$ cat src/rtl/mac_row_seq.sv
`default_nettype none
// ============================================================================
//  Module      : mac_row_seq
//  Description : Sequencer for one row of MAC tiles. Streams col kernel
//                words (LOAD) and then num_act activation words (EXEC) to
//                the row's west input, and waits for num_act results to
//                leave the last column (DRAIN) before signalling done.
//  Revision    : 1.0 - initial release
// ============================================================================
module mac_row_seq #(
  parameter int bw     = 4,
  parameter int col    = 8,
  parameter int len_bw = 8
) (
  input  logic              clk,
  input  logic              reset,
  input  logic              start,
  input  logic [len_bw-1:0] num_act,
  input  logic [bw-1:0]     data_in,
  input  logic              data_valid,
  output logic              data_ready,
  output logic [bw-1:0]     in_w,
  output logic [1:0]        inst_w,
  input  logic [col-1:0]    row_valid,
  output logic              busy,
  output logic              done,
  output logic [1:0]        phase
);

  typedef enum logic [1:0] {
    IDLE  = 2'd0,
    LOAD  = 2'd1,
    EXEC  = 2'd2,
    DRAIN = 2'd3
  } state_t;

  // Kernel-load counter only needs to reach col-1.
  localparam int c_lcw = (col > 1) ? $clog2(col) : 1;
  localparam logic [c_lcw-1:0] c_load_last = c_lcw'(col - 1);

  state_t            r_state;
  logic [len_bw-1:0] r_num_act;
  logic [c_lcw-1:0]  r_load_cnt;
  logic [len_bw-1:0] r_exec_cnt;
  logic [len_bw-1:0] r_out_cnt;
  logic [bw-1:0]     r_in_w;
  logic [1:0]        r_inst_w;
  logic              r_done;

  logic w_ready;
  logic w_accept;
  logic w_last_valid;
  logic w_unused;

  // Only the last column's valid flag marks a finished result.
  assign w_last_valid = row_valid[col-1];
  assign w_unused     = ^row_valid;

  // Input handshake: data is taken only while feeding the row.
  always_comb begin
    w_ready  = (r_state == LOAD) || (r_state == EXEC);
    w_accept = w_ready && data_valid;
  end

  assign data_ready = w_ready;
  assign in_w       = r_in_w;
  assign inst_w     = r_inst_w;
  assign done       = r_done;
  assign busy       = (r_state != IDLE);
  assign phase      = r_state;

  // Job FSM, beat counters, result counter and registered row outputs.
  always_ff @(posedge clk or posedge reset) begin
    if (reset) begin
      r_state    <= IDLE;
      r_num_act  <= '0;
      r_load_cnt <= '0;
      r_exec_cnt <= '0;
      r_out_cnt  <= '0;
      r_in_w     <= '0;
      r_inst_w   <= 2'b00;
      r_done     <= 1'b0;
    end else begin
      r_done <= 1'b0;

      // A non-accepted cycle sends a bubble into the row.
      r_in_w <= w_accept ? data_in : '0;
      if (!w_accept)
        r_inst_w <= 2'b00;
      else if (r_state == LOAD)
        r_inst_w <= 2'b01;
      else
        r_inst_w <= 2'b10;

      // Results may arrive in any non-idle phase; count saturates at job size.
      if ((r_state != IDLE) && w_last_valid && (r_out_cnt != r_num_act))
        r_out_cnt <= r_out_cnt + len_bw'(1);

      case (r_state)
        IDLE: begin
          if (start) begin
            if (num_act != '0) begin
              r_num_act  <= num_act;
              r_load_cnt <= '0;
              r_exec_cnt <= '0;
              r_out_cnt  <= '0;
              r_state    <= LOAD;
            end else begin
              // Empty job completes immediately without leaving IDLE.
              r_done <= 1'b1;
            end
          end
        end
        LOAD: begin
          if (w_accept) begin
            if (r_load_cnt == c_load_last)
              r_state <= EXEC;
            else
              r_load_cnt <= r_load_cnt + c_lcw'(1);
          end
        end
        EXEC: begin
          if (w_accept) begin
            if (r_exec_cnt == (r_num_act - len_bw'(1)))
              r_state <= DRAIN;
            else
              r_exec_cnt <= r_exec_cnt + len_bw'(1);
          end
        end
        DRAIN: begin
          // Also covers results that all arrived before DRAIN was entered.
          if (r_out_cnt == r_num_act) begin
            r_state <= IDLE;
            r_done  <= 1'b1;
          end
        end
        default: r_state <= IDLE;
      endcase
    end
  end

endmodule
`default_nettype wire

$ cat config.mk
export PLATFORM = sky130hd
export DESIGN_NAME = mac_row_seq
export DESIGN_NICKNAME = d
export VERILOG_FILES = /design/src/rtl/mac_row_seq.sv
export SDC_FILE = /design/constraint.sdc
export NUM_CORES = 1
export LEC_CHECK = 0
export ABC_CLOCK_PERIOD_IN_PS = 2320
export BUFFER_PORTS_ARGS = -buffer_cell sky130_fd_sc_hd__buf_2
export CORE_UTILIZATION = 50
export CTS_CLUSTER_DIAMETER = 200
export DETAILED_ROUTE_END_ITERATION = 8
export PLACE_DENSITY = 0.82
export SLEW_MARGIN = 0
export SYNTH_ARGS = -nofsm -noshare
export SYNTH_HDL_FRONTEND = slang
export SYNTH_SLANG_ARGS = --single-unit
$ cat constraint.sdc
create_clock -name clk -period 2.32 [get_ports clk]
set_input_delay 0.464 -clock clk [delete_from_list [all_inputs] [get_ports clk]]
set_output_delay 0.464 -clock clk [all_outputs]
set_load 0.02 [all_outputs]
==> results.yml, run 1 <==
synthesis:
  synth_nets: 233
  ys_top_cells_by_area: "dfrtp_1 (44%), xor2_1 (8.6%), ha_1 (5.6%), nand2_1 (3.3%), mux2_2 (3.3%)"
  ys_ff_latch: 36
  ys_warn_count: 0
  avgSynthCellArea_sq_um: 10.13
  yosys.cell_types.count: 41
  syn_area_sq_mm: 0.002026
  synthCells: 200
  ys_seq_area_share_pct: 44.47
  synth_top_area_share_pct: 44.47
  synth_area_leader_cell: "dfrtp_1"
critical_path:
  worstPathMaxFanout: 6
  cp-end-kind: "flip-flop"
  cp_slowest_cell: "dfrtp_1"
  crit_required_ns: 2.49
  r2r_cells: 6
  startpoint_type: "flip-flop"
  cpPeakStageDelay_ns: 0.48
  worstPathArrival_ns: 2.51
  cp.depth: 6
  rrSetupSlack_ns: -0.02
  critPathBufInv: 0
  crit_family: "simple AND/OR/NAND/NOR gates"
  critPathKind: "flip-flop to flip-flop"
  crit_chain: "nor2b_2 -> or3_4 -> a311oi_2 -> nor4b_4 -> o211a_1 -> mux2_4"
timing:
  rsz0062_at_grt: "true"
  max_freq_mhz: 427.9
  setup_violations: 1
  finalWorstSetupSlack_ns: -0.01726
  finalSetupTns_ns: -0.01726
  worst_pin_slew_ns: 0.9390
  fin_crit_sh_pct: 100.7
  slew_viol_final: 0
  relSlewSlack_pct: 36.92
  finalHoldViolCount: 0
  finClkSkew_ns: 0.006854
  min_period_ns: 2.337
global_route:
  grt_overflow: 0
  grt_pass1_wl_um: 7017
  antenna_found_initial: 0
  grt_pass1_vias: 1514
  track_usage_pct: 21.78
  grt_max_degree: 37
layout:
  n_fill_cell: 281
  drive_above_1_share_pct: 31.73
  diodes: 0
  syn2layout_area_growth_pct: 23.90
  finalInstanceArea_sq_mm: 0.002510
  nets: 281
  final_cell_mix: "dfrtp_1 (36), buf_2 (27), xor2_1 (20)"
  mostFrequentLayoutCell: "dfrtp_1"
cts:
  root_buffer: "clkbuf_8"
  cts_sinks: 36
  worstSkewPairLatency_ns: 0.29
  cts_tree: "done"
  clk_pin_slew_ns: 0.07
  clock_path_buffers: 2
  cts_buffers: 5
  htree_levels: 2
floorplanning:
  die_h_um: 65.65
  rows: 22
  core_area_sq_mm: 0.003771
  die_w_um: 65.65
  start_util_pct: 53.72
  dieArea_sq_mm: 0.004310
  io_pins: 35
power_and_ir_drop:
  leakage_uw: 0.001233
  power.density_mw_per_mm2: 1249
  ir_drop_uv: 645.8
routing:
  first_iter_violations: 79
  vias_per_cell: 5.448
  vias: 1618
  ant_nets: 0
  wl_um: 4251
  wl_per_cell_um: 14.31
  drc_errors: 0
  drtPass1Iterations: 4
place:
  dp_hpwl_um: 2926
  port_buffers: 27
  place.gp.congestion: 0.8275
  placed_area_sq_mm: 0.002288
outcome:
  outcome: "finished, violations left"
  failed_checks: "setup timing"
min_path:
  worstHoldPathType: "input port to async pin"
run:
  maxCapViolCount: 0
[Yosys cell counts, drive strengths merged]
cell     n
o211a    1
nand2b   1
a311oi   1
nor3     3
nor2b    4
a22oi    2
clkbuf   1
nor4b    1
o21ai   12
dfrtp   36
xor2    20
ha       9
inv      9
nand4    7
o22a     1
nand3    4
a31o     2
nand2   18
a21oi    9
xnor2    5
or4      3
and2     2
nor2    13
mux2     7
o31ai    2
nor4     3
buf      2
or3      6
and3     9
o211ai   2
or2      1
a31oi    1
nand3b   1
mux2i    2
[flip-flops by register name, indices dropped and copies added (netlist names)]
signal and flops:
done 1, r_exec_cnt 8, in_w 4, r_load_cnt 3, r_out_cnt 8, r_num_act 8, phase 2, inst_w 2
[final timing paths]
| path | start | to |
|---|---|---|
| min in group clk | num_act[1] | r_num_act[1]$_DFFE_PP0P_ |
| hold reg to reg | r_load_cnt[0]$_DFFE_PP0P_ | r_load_cnt[0]$_DFFE_PP0P_ |
| setup reg to reg | r_num_act[2]$_DFFE_PP0P_ | phase[1]$_DFFE_PP0P_ |
| setup / recovery | r_num_act[2]$_DFFE_PP0P_ | phase[1]$_DFFE_PP0P_ |
| max in group asynchronous | reset | r_exec_cnt[6]$_DFFE_PP0P_ |
| hold / removal | reset | r_load_cnt[2]$_DFFE_PP0P_ |
[metal layers]
metal  up-vias  global-route usage (%)  wire, um
met3         7                   5.729       127
met1       791                   28.28      1901
li1        800                       -         -
met2        20                   35.71      2175
met4         0                   5.707        46
met5         -                       0         0
[repair_timing]
action                                  in CTS  in global routing
endpoints found under the setup margin       1                  9
hold buffers                                 0                  0
gates resized for setup                      0                 16
pin swaps                                    1                 16
buffers inserted                             2                  4
gates cloned                                 0                  1
[metrics by stage]
step,util [%],worst slack [ns],power [uW],std cells,hold WS (ns)
2_1_floorplan,-,0.01190,2034,200,0.5087
3_3_place_gp,60.68,-0.01946,2414,283,0.5409
3_5_place_dp,60.68,-0.07080,2452,283,0.5538
4_1_cts,63.93,0.01841,3003,293,0.2768
5_1_grt,66.56,-0.1571,3362,297,0.2987
6_report,66.56,-0.01726,3135,297,0.2570
[worst reg2reg max path: cells and delay by family (launching register included)]
kind	cells	cell delay, ns
flops	1	0.48
compound gates	2	0.51
simple gates	3	0.93
mux	1	0.30
[report_power, final]
group	internal [uW]	switching, uW
Sequential	816	232
Clock	319	217
Combinational	752	800
Total	1890	1250
[area by class of cell]
class	instances	area (sq um)	share of cell area (%)
clock buffer	6	72.57	2.891
clock inverter	2	35.03	1.396
inverter	9	33.78	1.346
multi-input combinational	152	1137	45.31
sequential	36	900.9	35.89
tap	48	60.06	2.393
timing repair buffer	44	270.3	10.77
[logic make-up after synthesis]
kind of cell / share of synthesized area, %
DFF: 44.47
muxes: 4.879
buffers and inverters: 2.655
xor gates and xnor gates: 10.81
adders and majority gates: 5.559
AOI/OAI and AO/OA: 10.50
and+or+nand+nor: 21.12
(Power assumes the default switching activity.)
==> run 2, diff against run 1 <==
--- a/config.mk
+++ b/config.mk
@@ -6,11 +6,11 @@
 export NUM_CORES = 1
 export LEC_CHECK = 0
 export ABC_CLOCK_PERIOD_IN_PS = 2320
-export BUFFER_PORTS_ARGS = -buffer_cell sky130_fd_sc_hd__buf_2
-export CORE_UTILIZATION = 50
+export CORE_UTILIZATION = 55
 export CTS_CLUSTER_DIAMETER = 200
 export DETAILED_ROUTE_END_ITERATION = 8
-export PLACE_DENSITY = 0.82
+export DONT_BUFFER_PORTS = 1
+export PLACE_DENSITY = 0.8
 export SLEW_MARGIN = 0
 export SYNTH_ARGS = -nofsm -noshare
 export SYNTH_HDL_FRONTEND = slang
==> run 2 against run 1 <==
The flow still finishes with violations (setup timing). Fmax down 0.39%. Clock skew up 0.0025 ns. Hold slack worse by 0.10 ns. Critical path depth up 2. Cell count down 10%. Largest power group unchanged. Highest routed layer unchanged.
==> results.yml, run 2 (synthesis gave the netlist of run 1 again) <==
outcome:
  outcome: "finished, violations left"
  failed_checks: "setup timing"
critical_path:
  crit_family: "simple AND/OR/NAND/NOR gates"
  critPathBufInv: 1
  cpPeakStageDelay_ns: 0.37
  crit_required_ns: 2.50
  cp.depth: 8
  cp-end-kind: "flip-flop"
  cp_slowest_cell: "dfrtp_1"
  r2r_cells: 8
  rrSetupSlack_ns: -0.03
  critPathKind: "flip-flop to flip-flop"
  crit_chain: "inv_2 -> ha_4 -> nor2b_4 -> or3_4 -> a311oi_2 -> nor4b_4 -> o211a_1 -> mux2_4"
  worstPathMaxFanout: 3
  worstPathArrival_ns: 2.53
  startpoint_type: "flip-flop"
global_route:
  grt_pass1_vias: 1604
  grt_max_degree: 37
  track_usage_pct: 25.13
  grt_overflow: 0
  antenna_found_initial: 0
  grt_pass1_wl_um: 7479
routing:
  wl_um: 4488
  vias_per_cell: 5.944
  first_iter_violations: 83
  wl_per_cell_um: 16.81
  drc_errors: 0
  drtPass1Iterations: 4
  ant_nets: 0
  vias: 1587
layout:
  finalInstanceArea_sq_mm: 0.002328
  final_cell_mix: "dfrtp_1 (36), xor2_1 (20), nand2_1 (17)"
  mostFrequentLayoutCell: "dfrtp_1"
  diodes: 0
  n_fill_cell: 257
  syn2layout_area_growth_pct: 14.95
  regArea_sq_um: 900.9
  post-route-util_pct: 67.65
  largestRegisters: "r_exec_cnt (8), r_num_act (8), r_out_cnt (8)"
  multi_input_area_sq_mm: 0.001119
  drive_above_1_share_pct: 21.27
  nets: 253
min_path:
  worstHoldPathType: "input port to async pin"
floorplanning:
  die_w_um: 62.69
  core_area_sq_mm: 0.003442
  rows: 21
  start_util_pct: 58.85
  die_h_um: 62.69
  io_pins: 35
  dieArea_sq_mm: 0.003930
cts:
  clk_pin_slew_ns: 0.07
  cts_sinks: 36
  cts_tree: "done"
  root_buffer: "clkbuf_8"
  worstSkewPairLatency_ns: 0.29
  htree_levels: 2
  clock_path_buffers: 2
  cts_buffers: 5
  ctsHoldBuffers: 0
timing:
  slew_viol_final: 0
  fin_crit_sh_pct: 101.1
  relSlewSlack_pct: 47.08
  finClkSkew_ns: 0.009331
  finalSetupTns_ns: -0.02647
  finalWorstSetupSlack_ns: -0.02647
  rsz0062_at_grt: "true"
  max_freq_mhz: 426.2
  finalHoldViolCount: 0
  setup_violations: 1
  min_period_ns: 2.346
  worst_pin_slew_ns: 0.7878
place:
  dp_hpwl_um: 3216
  placed_area_sq_mm: 0.002143
  place.gp.congestion: 0.8436
  port_buffers: 0
power_and_ir_drop:
  p_comb_share_pct: 50.3
  power.share.clock_pct: 14.8
  leakage_uw: 0.001093
  p_int_uw: 1813
  p_sw_share_pct: 41.68
  power.density_mw_per_mm2: 1335
  ir_drop_uv: 734.6
  switching_power_uw: 1296
  sequentialPowerShare_pct: 34.9
run:
  maxCapViolCount: 0
run 2: cell count changes in the layout (fill, tap and decap cells not counted), sizes merged:
cell	delta
buf	-28
clkbuf	+2
bufinv	-1
clkinv	-1
clkinvlp	+1
inv	-1
run 2: timing repair:
item	CTS	global route
gates resized for setup	1	11
setup endpoints to repair	2	21
buffers inserted	1	5
pin swaps	1	6
run 2: metal layers:
layer | global-route usage, % | vias to the layer above | routed length, um
li1 | - | 752 | -
met1 | 30.63 | 790 | 1879
met2 | 41.03 | 36 | 2323
met3 | 6.934 | 9 | 177
met4 | 11.92 | 0 | 108
met5 | 0 | - | 0
run 2: power by group through the flow:
stage / registers [uW] / clock network (uW) / logic (uW)
after global placement: 1070 / 0 / 1230
final: 1080 / 460 / 1570
after floorplan: 1050 / 0 / 983
after detailed placement: 1090 / 0 / 1310
after CTS: 1080 / 468 / 1350
after global routing: 1120 / 502 / 1710
run 2: final cells by class:
type / instances / share of cell area, %
repair buffers: 16 / 5.320
well taps: 46 / 2.472
multi-input cells: 152 / 48.04
flip-flops and latches: 36 / 38.69
clock buffers: 8 / 3.869
inverters: 9 / 1.612
run 2: stage by stage:
step | setup slack, ns | cells | hold WS, ns | total power [uW]
2_1_floorplan | 0.01190 | 200 | 0.5087 | 2034
3_3_place_gp | 0.1068 | 253 | 0.4716 | 2299
3_5_place_dp | -0.03423 | 253 | 0.4894 | 2394
4_1_cts | 0.0008467 | 262 | 0.1732 | 2896
5_1_grt | -0.09852 | 267 | 0.2005 | 3329
6_report | -0.02647 | 267 | 0.1560 | 3110
run 2: path summary, 6_finish.rpt:
| path | start | endpoint |
|---|---|---|
| max | r_num_act[1]$_DFFE_PP0P_ | phase[1]$_DFFE_PP0P_ |
| min | reset | r_load_cnt[2]$_DFFE_PP0P_ |
| max reg2reg | r_num_act[1]$_DFFE_PP0P_ | phase[1]$_DFFE_PP0P_ |
| min reg2reg | r_out_cnt[7]$_DFF_PP0_ | r_out_cnt[7]$_DFF_PP0_ |
| max in group asynchronous | reset | r_num_act[2]$_DFFE_PP0P_ |
| min in group clk | num_act[0] | r_num_act[0]$_DFFE_PP0P_ |
